--- src/rtl/flight_attendant_call_arbiter.sv ---
// Round-robin arbiter that shares one flight attendant between per-seat call lights.
// Define CALL_ESCALATE_EN to enable the unanswered-offer escalation timer.
module flight_attendant_call_arbiter #(
    parameter int unsigned NUM_SEATS       = 8,
    parameter int unsigned IDX_W           = $clog2(NUM_SEATS),
    parameter int unsigned ESCALATE_CYCLES = 1000
) (
    input  logic                 clk,
    input  logic                 reset,
    input  logic [NUM_SEATS-1:0] call_button,
    input  logic [NUM_SEATS-1:0] cancel_button,
    input  logic                 attendant_ack,
    input  logic                 attendant_done,
    output logic [NUM_SEATS-1:0] light_state,
    output logic                 dispatch_valid,
    output logic [IDX_W-1:0]     dispatch_seat,
    output logic                 busy,
    output logic                 escalate
);

    typedef enum logic [1:0] {
        StIdle,
        StOffer,
        StServicing
    } state_e;

    state_e               state_q, state_d;
    logic [NUM_SEATS-1:0] light_q, light_d;
    logic [NUM_SEATS-1:0] clr;
    logic [IDX_W-1:0]     seat_q, seat_d;
    logic [IDX_W-1:0]     rr_q, rr_d;
    logic [IDX_W-1:0]     seat_after;
    logic [IDX_W-1:0]     pick;
    logic                 pick_found;
    logic                 valid_q, busy_q;

    if (NUM_SEATS < 2 || ESCALATE_CYCLES < 1) begin : gen_cfg_check
        $error("flight_attendant_call_arbiter: NUM_SEATS must be >= 2, ESCALATE_CYCLES >= 1");
    end

    // Call has priority: a seat that presses call on the clearing edge stays lit.
    always_comb begin : light_next
        clr = '0;
        if (state_q == StServicing && attendant_done) begin
            clr[seat_q] = 1'b1;
        end
        light_d = call_button | (light_q & ~cancel_button & ~clr);
    end

    // First lit seat at or after rr_q, wrapping around the cabin.
    always_comb begin : rr_pick
        int unsigned idx;
        pick       = rr_q;
        pick_found = 1'b0;
        idx        = 0;
        for (int unsigned k = 0; k < NUM_SEATS; k++) begin
            idx = (32'(rr_q) + k) % NUM_SEATS;
            if (!pick_found && light_q[IDX_W'(idx)]) begin
                pick_found = 1'b1;
                pick       = IDX_W'(idx);
            end
        end
    end

    assign seat_after = (seat_q == IDX_W'(NUM_SEATS - 1)) ? '0 : seat_q + IDX_W'(1);

    always_comb begin : fsm_next
        state_d = state_q;
        seat_d  = seat_q;
        rr_d    = rr_q;
        unique case (state_q)
            StIdle: begin
                if (pick_found) begin
                    seat_d  = pick;
                    state_d = StOffer;
                end
            end
            StOffer: begin
                // Ack wins over a same-cycle cancel of the offered seat.
                if (attendant_ack) begin
                    state_d = StServicing;
                    rr_d    = seat_after;
                end else if (!light_d[seat_q]) begin
                    state_d = StIdle;
                end
            end
            StServicing: begin
                if (attendant_done) begin
                    state_d = StIdle;
                end
            end
            default: state_d = StIdle;
        endcase
    end

    always_ff @(posedge clk) begin
        if (reset) begin
            state_q <= StIdle;
            light_q <= '0;
            seat_q  <= '0;
            rr_q    <= '0;
            valid_q <= 1'b0;
            busy_q  <= 1'b0;
        end else begin
            state_q <= state_d;
            light_q <= light_d;
            seat_q  <= seat_d;
            rr_q    <= rr_d;
            valid_q <= (state_d == StOffer);
            busy_q  <= (state_d == StServicing);
        end
    end

`ifdef CALL_ESCALATE_EN
    localparam int unsigned CNT_W = $clog2(ESCALATE_CYCLES + 1);
    localparam logic [CNT_W-1:0] CNT_MAX = CNT_W'(ESCALATE_CYCLES);

    logic [CNT_W-1:0] wait_cnt_q, wait_cnt_d;
    logic             escalate_q, escalate_d;

    // Counts completed OFFER cycles of the current offer; zero outside OFFER.
    always_comb begin : wait_next
        wait_cnt_d = '0;
        if (state_q == StOffer && state_d == StOffer) begin
            wait_cnt_d = (wait_cnt_q == CNT_MAX) ? wait_cnt_q : wait_cnt_q + CNT_W'(1);
        end
        escalate_d = (state_d == StOffer) && (wait_cnt_d == CNT_MAX);
    end

    always_ff @(posedge clk) begin
        if (reset) begin
            wait_cnt_q <= '0;
            escalate_q <= 1'b0;
        end else begin
            wait_cnt_q <= wait_cnt_d;
            escalate_q <= escalate_d;
        end
    end

    assign escalate = escalate_q;
`else
    assign escalate = 1'b0;
`endif

    assign light_state    = light_q;
    assign dispatch_valid = valid_q;
    assign busy           = busy_q;
    assign dispatch_seat  = seat_q;

endmodule

--- config.mk ---
export PLATFORM = sky130hd
export DESIGN_NAME = flight_attendant_call_arbiter
export DESIGN_NICKNAME = d
export VERILOG_FILES = /design/src/rtl/flight_attendant_call_arbiter.sv
export SDC_FILE = /design/constraint.sdc
export NUM_CORES = 1
export LEC_CHECK = 0
export CORE_MARGIN = 4
export CORE_UTILIZATION = 50
export DETAILED_ROUTE_END_ITERATION = 6
export GPL_ROUTABILITY_DRIVEN = 0
export PLACE_DENSITY_LB_ADDON = 0.25
export RECOVER_POWER = 50
export REMOVE_ABC_BUFFERS = 1
export SYNTH_ARGS = -nofsm -noshare
export SYNTH_HDL_FRONTEND = slang
export SYNTH_SLANG_ARGS = --single-unit
--- constraint.sdc ---
create_clock -name clk -period 5.95 [get_ports clk]
set_clock_uncertainty 0.05 [all_clocks]
set_input_delay 0.595 -clock clk [delete_from_list [all_inputs] [get_ports clk]]
set_output_delay 0.595 -clock clk [all_outputs]
set_load 0.02 [all_outputs]
==> results.cfg, run 1 <==
[routing]
wirelength_um = 4390
viasPerCell = 5.88
first_pass_iters = 4
route.met2.wl_um = 2040
wl_per_cell_um = 16.0
vias = 1611
drt-initial-drc-count = 189
dr_wl_met3_um = 164
route.detailed.drc = 0
dr.max_layer_used = met4
postRouteAntennaNets = 0
m1WireLength_um = 2140

[clock_tree]
clock_sinks = 18
cts_resized = 0
ctsLongestPathBuffers = 2
post_cts_buffers = 0
cts.htree.levels = 1
cts_buffers = 3
clk_latency_ps = 290
ctsRootBufferMaster = clkbuf_4
postCtsHoldBufs = 0
clkTransAtPathRegs_ps = 110
cts_tree = built

[global_routing]
grt_pass1_wl_um = 7420
grt_max_degree = 23
antenna_found_initial = 0
first_global_vias = 1534
gr-total-overflow = 0
grt_usage = 0.213

[power]
power.leakage_nw = 0.787
vdd_drop_max_mv = 0.199
power_density_nw_per_um2 = 304

[sta]
hold_viol_final = 0
slew-limit-headroom = 0.503
worstMarginPinSlew_ps = 742
finalCritPeriodShare = 0.580
grt_setup_unrepaired = no
setup_viol = 0
holdWs_ps = 580
fmax_mhz = 290
worst_slack_ps = 2500
fin_crit_ps = 3450
slew_violations = 0
fin_tns_setup_ps = 0

[synth]
synth.distinct_cells = 56
syn_avg_cell_area_um2 = 8.51
seq_area_frac_synth = 0.207
ys_seq_elements = 18
synth_edf_count = 0
synthCells = 205
async_flop_share = 0
yosys_warnings = 0
synthFlopType = dfxtp_1
syn_area_um2 = 1740

[finish]
areaGrowthSynthToFinish_pct = 19.2
drive_gt1_frac = 0.123
n_fill_cell = 311
antenna_cells = 0
final_nets = 253

[placement]
hpwlAfterDp_um = 3300
post-place-ws_ps = 2550
io_buffers = 32

[floorplan]
design.die.area_um2 = 4500
rows = 21
dieHeight_um = 67.1
die_x_um = 67.1
coreArea_um2 = 3360
initial_core_util = 0.519
io_pins = 34

[critical_path]
crit_fanout = 17
arrival_ps = 3560
end_kind = flip-flop
required_ps = 6060
crit_buf_inv = 1
worstSetupPathType = reg -> reg
r2r-start = rr_q[0]
crit_chain = inv_1 > ha_1 > mux4_2 > a21o_1 > a311o_1 > a21oi_4 > nand2_1 > a211oi_1 > o41ai_2
reg2reg_to = dispatch_seat[2]
reg2reg_setup_slack_ps = 2500
start_kind = flip-flop
cp_top_family = compound AO/OA/AOI/OAI gates
r2r_cells = 9
max_stage_delay_ps = 800
worstSetupPathDepth = 9
crit_slowest_cell = dfxtp_1

[flow_run]
drv_cap = 0

[min_path]
holdPathStages = 2
worstHoldPathType = reg -> reg
worstHoldStart = state_q[0]
worstHoldEndpoint = state_q[1]

[outcome]
status = finished, final reports clean
[registers in the layout (all words and copies together) (netlist names)]
signal / count
state_q: 2
light_state: 8
dispatch_seat: 3
dispatch_valid: 1
busy: 1
rr_q: 3
[power breakdown]
| part | leakage (nW) | switching, mW | total, mW | internal (mW) |
|---|---|---|---|---|
| registers | 0.149 | 0.0531 | 0.194 | 0.141 |
| logic | 0.617 | 0.186 | 0.362 | 0.177 |
| clock network | 0.0210 | 0.0390 | 0.0762 | 0.0373 |
| total | 0.787 | 0.278 | 0.632 | 0.355 |
[stage by stage]
stage	util	cell area (um^2)	power [mW]	std cells
floorplan	-	1670	0.451	192
global placement	0.608	2040	0.553	270
detailed placement	0.608	2040	0.553	270
CTS	0.618	2080	0.632	274
global route	0.618	2080	0.682	274
finish	0.618	2080	0.632	274
[cells in the mapped netlist (3+ instances only)]
master / number / area, um^2
a21oi_1: 14 / 70.1
a31oi_1: 9 / 56.3
buf_2: 3 / 15.0
buf_6: 3 / 33.8
clkbuf_1: 6 / 22.5
dfxtp_1: 18 / 360
ha_1: 4 / 50.1
inv_1: 11 / 41.3
mux2i_1: 11 / 110
mux4_2: 8 / 180
nand2_1: 12 / 45.0
nand2b_1: 10 / 62.6
nand3b_1: 4 / 30.0
nor2_1: 23 / 86.3
nor2b_1: 4 / 25.0
nor3_1: 4 / 20.0
nor3b_1: 3 / 22.5
o21ai_0: 7 / 35.0
or3_1: 3 / 18.8
[how the worst max path moves through the flow]
stage / from / to / slack, ps
finish: rr_q[0] / dispatch_seat[2] / 2500
global route: rr_q[0] / dispatch_seat[2] / 2270
CTS: rr_q[0] / dispatch_seat[2] / 2520
detailed placement: rr_q[0] / dispatch_seat[2] / 2550
global placement: rr_q[0] / dispatch_seat[2] / 2600
floorplan: rr_q[0] / dispatch_seat[0] / 2920
[tightest hold or removal path: cells and delay by family, from the launching register on]
| family | cells | cell delay, ps |
|---|---|---|
| DFF | 1 | 390 |
| AOI/OAI and AO/OA | 1 | 50 |
| and+or+nand+nor | 1 | 150 |
[routing by layer]
metal | up-vias | track usage
li1 | 812 | -
met1 | 757 | 0.305
met2 | 38 | 0.335
met3 | 4 | 0.0219
met4 | 0 | 0.0633
met5 | - | 0
[kinds of logic (layout without fill, tap and decap cells)]
group	count (synthesis)	in the layout	synth area share
AND/OR/NAND/NOR	77	77	0.239
AO/OA/AOI/OAI	53	53	0.220
multiplexers	25	25	0.211
buffers and inverters	24	47	0.0689
flip-flops	18	18	0.207
adder cells (fa/ha/maj)	4	4	0.0287
XOR/XNOR	3	3	0.0237
other	1	1	0.00215
[layout by cell type (no fill, tap or decap), drive strengths merged, types with 2 or more instances in the layout]
cell type	count
a32oi	2
nand2b	10
a21oi	15
xor2	2
nand3b	4
o31ai	2
clkbuf	4
mux4	8
dfxtp	18
nor3	4
or2	2
nor2b	4
nor3b	3
dlygate4sd3	4
or3	3
mux2i	12
a311o	2
o211ai	2
o21ai	7
mux2	5
nand3	2
nand2	13
inv	11
ha	4
clkdlybuf4s50	28
nor2	23
a31oi	9
nor4b	2
a22oi	2
[cell type report]
type,count,area (um^2),area share
sequential,18,360,0.173
timing repair buffer,32,320,0.154
inverter,11,41.3,0.0199
tap,46,57.6,0.0277
multi-input combinational,163,1260,0.608
clock buffer,4,36.3,0.0174
No activity file was read; power rests on OpenSTA's default activity.
==> run 2, diff against run 1 <==
Settings changed: CORE_UTILIZATION 50 to 47.
Clock period 5.95 ns to 3.1 ns, I/O delays scaled along.
==> results.cfg, run 2 (synthesized netlist as in run 1, its figures left out) <==
[outcome]
status = finished, final reports clean

[finish]
drive_gt1_frac = 0.142
n_fill_cell = 312
areaGrowthSynthToFinish_pct = 22.5
final_nets = 258
largest_reg_flops = 8
fin_util = 0.616
final_common_cell = clkdlybuf4s50_1
antenna_cells = 0
final_cell_mix = clkdlybuf4s50_1, nor2_1, dfxtp_1
post-route-cell-area_um2 = 2140

[sta]
hold_viol_final = 0
grt_setup_unrepaired = no
slew_violations = 0
fin_crit_ps = 2900
slew-limit-headroom = 0.609
setup_viol = 0
worst_slack_ps = 203
fmax_mhz = 345
finalCritPeriodShare = 0.935
worstMarginPinSlew_ps = 585
fin_tns_setup_ps = 0

[placement]
io_buffers = 32
hpwlAfterDp_um = 3430
post-place-ws_ps = 250
place_area_um2 = 2080

[clock_tree]
cts_tree = built
cts_resized = 0
clkTransAtPathRegs_ps = 70
cts.htree.levels = 1
postCtsHoldBufs = 0
ctsLongestPathBuffers = 2
cts_buffers = 3
ctsRootBufferMaster = clkbuf_8
clk_latency_ps = 250
clock_sinks = 18
post_cts_buffers = 0

[power]
power.leakage_nw = 0.821
vdd_drop_max_mv = 0.462
total_power_mw = 1.28
power_density_nw_per_um2 = 598

[critical_path]
required_ps = 3180
cp_top_family = compound AO/OA/AOI/OAI gates
crit_fanout = 14
r2r_cells = 9
crit_chain = inv_1 > ha_1 > mux4_2 > a21o_1 > a311o_1 > a21oi_4 > nand2_1 > a211oi_1 > o41ai_2
crit_slowest_cell = ha_1
worstSetupPathDepth = 9
worstSetupPathType = reg -> reg
arrival_ps = 2970
start_kind = flip-flop
crit_buf_inv = 1
max_stage_delay_ps = 600
end_kind = flip-flop

[floorplan]
coreArea_um2 = 3470
die_x_um = 68.9
design.die.area_um2 = 4750
initial_core_util = 0.503
rows = 21
dieHeight_um = 68.9
io_pins = 34

[routing]
drt-initial-drc-count = 178
viasPerCell = 6.04
first_pass_iters = 4
postRouteAntennaNets = 0
wl_per_cell_um = 16.0
route.detailed.drc = 0
wirelength_um = 4470
vias = 1685

[global_routing]
antenna_found_initial = 0
first_global_vias = 1609
grt_pass1_wl_um = 7470
gr-total-overflow = 0
grt_usage = 0.209
grt_max_degree = 17

[flow_run]
drv_cap = 0

[min_path]
holdPathStages = 2
worstHoldPathType = reg -> reg
run 2: cell count changes in the layout (fill, tap and decap cells not counted), sizes merged:
cell / change
buf: +5
dlygate4sd3: -1
clkdlybuf4s50: +1
run 2: final timing paths:
kind | start | end | slack (ps)
setup / recovery | rr_q[0] | dispatch_seat[2] | 200
hold / removal | state_q[0] | state_q[1] | 580
setup reg to reg | rr_q[0] | dispatch_seat[2] | 200
hold reg to reg | state_q[0] | state_q[1] | 580
run 2: area by class of cell:
type / count / area [um^2] / share of cell area
multi-input combinational: 163 / 1260 / 0.592
sequential: 18 / 360 / 0.169
timing repair buffer: 37 / 358 / 0.168
tap: 46 / 57.6 / 0.0269
clock buffer: 4 / 55.1 / 0.0258
inverter: 11 / 41.3 / 0.0193
run 2: power breakdown:
group | internal, mW | total (mW) | switching [mW]
combinational | 0.347 | 0.730 | 0.384
sequential | 0.270 | 0.355 | 0.0846
clock | 0.113 | 0.192 | 0.0788
run 2: routing by layer:
metal | up-vias | track usage | share of wire
met5 | - | 0 | 0
met3 | 8 | 0.0405 | 0.071
met4 | 0 | 0.0681 | 0.019
met1 | 793 | 0.273 | 0.45
met2 | 65 | 0.345 | 0.46
li1 | 819 | - | -
run 2: worst min-delay path, stage by stage, from the launching register on:
cell and delay, ps:
dfxtp_1 380, or3b_2 150, a21oi_1 60
run 2: stage by stage:
step           std cells  hold WS (ps)
2_1_floorplan        192           329
3_3_place_gp         275           566
3_5_place_dp         275           578
4_1_cts              279           579
5_1_grt              279           630
6_report             279           584
==> run 3, diff against run 2 <==
Settings changed: CTS_CLUSTER_SIZE from default to 24.
==> results of run 3 <==
Final layout, timing and power as in run 2 (identical DEF).
